===== config.mk =====
export PLATFORM = sky130hd
export DESIGN_NAME = bin_a_bcd
export DESIGN_NICKNAME = d
export VERILOG_FILES = /design/src/rtl/bin_a_bcd.sv
export SDC_FILE = /design/constraint.sdc
export NUM_CORES = 1
export LEC_CHECK = 0
export CORE_ASPECT_RATIO = 1.75
export CORE_UTILIZATION = 30
export DETAILED_ROUTE_END_ITERATION = 10
export SYNTH_ARGS = -nofsm -noshare
export SYNTH_HDL_FRONTEND = slang
export SYNTH_SLANG_ARGS = --single-unit
export TNS_END_PERCENT = 30

===== constraint.sdc =====
create_clock -name clk -period 2.2 [get_ports clk]
set_input_delay 0.55 -clock clk [delete_from_list [all_inputs] [get_ports clk]]
set_output_delay 0.55 -clock clk [all_outputs]
set_load 0.05 [all_outputs]

===== src/rtl/bin_a_bcd.sv =====
// rtl/bin_a_bcd.sv - signed binary to five-digit BCD converter (iterative double dabble)
// Leading-zero blank mask is generated only when BIN_A_BCD_BLANK_EN is defined.
module bin_a_bcd #(
  parameter int N = 16
) (
  input  logic         clk,
  input  logic         rst,
  input  logic         start,
  input  logic [N-1:0] bin,
  output logic         busy,
  output logic         done,
  output logic         neg,
  output logic [19:0]  bcd,
  output logic [4:0]   blank
);

  localparam int CW = $clog2(N + 1);

  typedef enum logic [1:0] {S_IDLE, S_CONV, S_FIN} state_t;

  state_t        state, state_nxt;
  logic [CW-1:0] cnt;
  logic [N-1:0]  mag, mag_nxt;
  logic [19:0]   scratch, adj, scr_nxt;
  logic          sign;
  logic          last;

  assign last = (state == S_CONV) && (cnt == CW'(1));

  always_ff @(posedge clk) begin
    if (rst) state <= S_IDLE;
    else     state <= state_nxt;
  end

  always_comb begin
    state_nxt = state;
    case (state)
      S_IDLE:  if (start) state_nxt = S_CONV;
      S_CONV:  if (last)  state_nxt = S_FIN;
      S_FIN:   state_nxt = S_IDLE;
      default: state_nxt = S_IDLE;
    endcase
  end

  // One double-dabble step: add 3 to every digit >= 5, then shift {scratch, mag} left.
  always_comb begin
    adj = scratch;
    for (int i = 0; i < 5; i++) begin
      if (scratch[4*i +: 4] >= 4'd5) adj[4*i +: 4] = scratch[4*i +: 4] + 4'd3;
    end
    {scr_nxt, mag_nxt} = {adj[18:0], mag, 1'b0};
  end

  // Results load on the final shift so they are valid in the same cycle as done.
  always_ff @(posedge clk) begin
    if (rst) begin
      cnt     <= '0;
      mag     <= '0;
      scratch <= '0;
      sign    <= 1'b0;
      busy    <= 1'b0;
      done    <= 1'b0;
      neg     <= 1'b0;
      bcd     <= '0;
    end else begin
      busy <= (state_nxt != S_IDLE);
      done <= (state_nxt == S_FIN);
      case (state)
        S_IDLE: begin
          if (start) begin
            mag     <= bin[N-1] ? (~bin + 1'b1) : bin;
            sign    <= bin[N-1];
            scratch <= '0;
            cnt     <= CW'(N);
          end
        end
        S_CONV: begin
          scratch <= scr_nxt;
          mag     <= mag_nxt;
          cnt     <= cnt - 1'b1;
          if (last) begin
            bcd <= scr_nxt;
            neg <= sign;
          end
        end
        default: ;
      endcase
    end
  end

`ifdef BIN_A_BCD_BLANK_EN
  function automatic logic [4:0] blank_mask(input logic [19:0] d);
    logic [4:0] m;
    m[0] = 1'b0;
    m[4] = (d[19:16] == 4'd0);
    for (int i = 3; i >= 1; i--) m[i] = m[i+1] && (d[4*i +: 4] == 4'd0);
    return m;
  endfunction

  always_ff @(posedge clk) begin
    if (rst)       blank <= 5'b11110;
    else if (last) blank <= blank_mask(scr_nxt);
  end
`else
  assign blank = 5'b00000;
`endif

endmodule


==> flow_metrics.env <==
export IMPL_status="completed"
export IMPL_tightest_slew_ns=0.6376
export IMPL_finClkSkew_ns=0.004648
export IMPL_numPortBuffers=41
export IMPL_syn_instance_count=349
export IMPL_path_buf_inv=2
export IMPL_postSynthAreaPerCell_um2=9.242
export IMPL_path_max_fanout=10
export IMPL_synth_most_common_cell="dfxtp_1"
export IMPL_reg2regPathDepth=6
export IMPL_setup_violations=0
export IMPL_root_buffer="clkbuf_16"
export IMPL_hold_viol=0
export IMPL_synth_top_area_share_pct=41.58
export IMPL_pwr_share_comb_pct=12.2
export IMPL_clkSlewWorstSetupHoldPaths_ns=0.05
export IMPL_r2r_setup_slack_ns=0.28
export IMPL_async_flop_share_pct=0
export IMPL_drt_wl_total_um=7381
export IMPL_r2r_start="cnt[0]"
export IMPL_drc_errors=0
export IMPL_design_area_um2=4190
export IMPL_cp_slowest_stage_delay_ns=0.53
export IMPL_finalNonFillerCells=541
export IMPL_worstPathArrival_ns=2.29
export IMPL_place_gp_congestion=0.7920
export IMPL_power_switching_w=0.0007269
export IMPL_grt_max_degree=24
export IMPL_required_ns=2.39
export IMPL_diodes=0
export IMPL_worstReg2RegEnd="bcd[11]"
export IMPL_clk_latency_ns=0.33
export IMPL_path_cells="clkdlybuf4s50_1 -> or4_1 -> buf_6 -> o41ai_4 -> xor2_1 -> o22ai_1"
export IMPL_swShare_pct=24.56
export IMPL_syn_to_final_growth_pct=29.91
export IMPL_setup_tns_ns=0
export IMPL_maxCapViolations=0
export IMPL_crit_path_end_kind="flop"
export IMPL_p_leak_nw=1.610
export IMPL_power_internal_w=0.002233
export IMPL_dpl_cell_area_um2=3897
export IMPL_ios=47
export IMPL_start_util_pct=31.13
export IMPL_wl_per_cell_um=13.64
export IMPL_grt_pass1_wl_um=12590
export IMPL_post_place_ws_ns=-0.2778
export IMPL_slowest_stage="or4_1"
export IMPL_period_needed_ns=2.093
export IMPL_crit_end="mag[13]"
export IMPL_p_seq_share_pct=43.5
export IMPL_fmax_mhz=477.9
export IMPL_relSlewSlack_pct=57.34
export IMPL_grtUsageTotal_pct=14.64
export IMPL_start_kind="input pin"
export IMPL_drtIter0Drc=122
export IMPL_clkPwrFrac_pct=44.3
export IMPL_dp_hpwl_um=5588
export IMPL_tritoncts_num_buffers=9
export IMPL_cp_startpoint="bin[4]"
export IMPL_die_w_um=80.39
export IMPL_crit_family="buffers and inverters"
export IMPL_fillers=1048
export IMPL_final_max_slew_violation_count=0
export IMPL_htreeDepth=3
export IMPL_avgViaCountPerCell=5.083
export IMPL_drtAntennaViolNets=0
export IMPL_dr_total_vias=2750
export IMPL_placed_cells=525
export IMPL_synthDistinctLibCells=45
export IMPL_yosys_top_cells_area="dfxtp_1 (42%), ha_1 (5.0%), a22o_1 (4.1%)"
export IMPL_die_h_um=139.2
export IMPL_synth_warnings=0
export IMPL_drt_first_pass_iters=4
export IMPL_grt_antenna_before_repair=0
export IMPL_drive_gt1_share_pct=12.56
export IMPL_core_area_um2=10360
export IMPL_ys_flop_type="dfxtp_1"
export IMPL_die_area_um2=11190
export IMPL_rows=49
export IMPL_clockBufferDepth=2
export IMPL_path_depth=6
export IMPL_setup_ws_ns=0.1074
export IMPL_hold_slack_ns=0.4626
export IMPL_synth_edf_count=0
export IMPL_synth_seq_area_share_pct=41.58
export IMPL_critPathKind="in -> reg"
export IMPL_yosys_top_cells_count="dfxtp_1 (67), nor2_1 (26), a21oi_1 (23)"
export IMPL_min_period_over_period_pct=95.12
export IMPL_tritoncts="built"
export IMPL_ys_seq_elements=67
export IMPL_yosysTopAreaCell="dfxtp_1"
export IMPL_finalNetCount=441
export IMPL_cts_sinks=67
export IMPL_holdCritPathClass="reg -> reg"
export IMPL_overflow=0
export IMPL_grt_pass1_vias=2684
export IMPL_power_density_nw_per_um2=706.4
export IMPL_netlist_area_um2=3226
export IMPL_vdd_drop_max_uv=447.0
-- power groups by stage --
stage,sequential [W],combinational [W],clock (W)
after floorplan,0.00133,0.000209,0
after global placement,0.00131,0.000359,0
after detailed placement,0.00131,0.000362,0
after CTS,0.00129,0.000364,0.00135
after global routing,0.00129,0.000395,0.00141
final,0.00129,0.000362,0.00131
-- area by class of cell --
class,instances,area [um^2],area share [%]
clock buffer,14,264.0,6.300
clock inverter,2,10.01,0.2389
inverter,15,56.30,1.344
multi-input combinational,246,1733,41.36
sequential,67,1341,32.01
tap,127,158.9,3.792
timing repair buffer,70,626.9,14.96
-- metrics by stage --
step                total power [W]  util, %
finish                     0.002960    40.44
global route               0.003098    40.44
CTS                        0.002998    40.26
detailed placement         0.001674    37.62
global placement           0.001670    37.62
floorplan                  0.001540        -
-- how the worst min path moves through the flow --
| stage | startpoint | endpoint | slack [ns] | depth (start not counted) |
|---|---|---|---|---|
| finish | neg | neg | 0.46 | 2 |
| global route | neg | neg | 0.49 | 2 |
| CTS | neg | neg | 0.47 | 2 |
| detailed placement | neg | neg | 0.46 | 2 |
| global placement | neg | neg | 0.45 | 2 |
| floorplan | sign | neg | 0.43 | 2 |
-- kinds of logic after synthesis --
group | share of synthesized area, %
adders and majority gates | 5.043
muxes | 1.862
other | 0.1163
buffers and inverters | 5.624
and+or+nand+nor | 15.79
xor gates and xnor gates | 5.159
AOI/OAI and AO/OA | 24.83
DFF | 41.58
-- sequential cells by signal, summed over array words and instances (netlist names) --
register,count
sign,1
scratch,20
state,2
done,1
cnt,5
bcd,20
mag,16
neg,1
busy,1
-- worst register-to-register path, stage by stage (launching register included) --
cell      delay, ns
dfxtp_1        0.40
ha_1           0.16
nor4b_1        0.49
nand2_1        0.25
buf_4          0.22
a211oi_1       0.23
nor3_1         0.07
-- routing by layer --
| metal | up-vias | global-route usage (%) | wire [um] |
|---|---|---|---|
| li1 | 1388 | - | - |
| met1 | 1296 | 14.92 | 2930 |
| met2 | 52 | 26.58 | 3994 |
| met3 | 14 | 2.961 | 213 |
| met4 | 0 | 8.365 | 242 |
| met5 | - | 0 | 0 |
-- timing repair --
action / CTS / global route
buffers inserted: 0 / 0
resized for setup: 0 / 3
hold buffers: 0 / 0
setup endpoints to repair: 0 / 3
-- cells in the final DEF (no fill, tap or decap), types with 3 or more instances in the layout --
cell type,instances
nor3_1,11
xnor2_1,7
o22ai_1,12
dfxtp_1,67
mux2i_1,6
nor3b_1,14
buf_4,28
xor2_1,12
a21oi_1,23
ha_1,13
nor2_1,26
a22oi_1,14
o41ai_4,3
clkdlybuf4s50_1,40
a222oi_1,3
clkbuf_16,9
a211oi_1,9
nand2_1,13
nand2b_1,10
o21ai_0,15
a22o_1,15
conb_1,5
o31ai_1,4
a21o_1,5
clkbuf_1,3
inv_1,15
nand3_1,5
(Power assumes the default switching activity.)
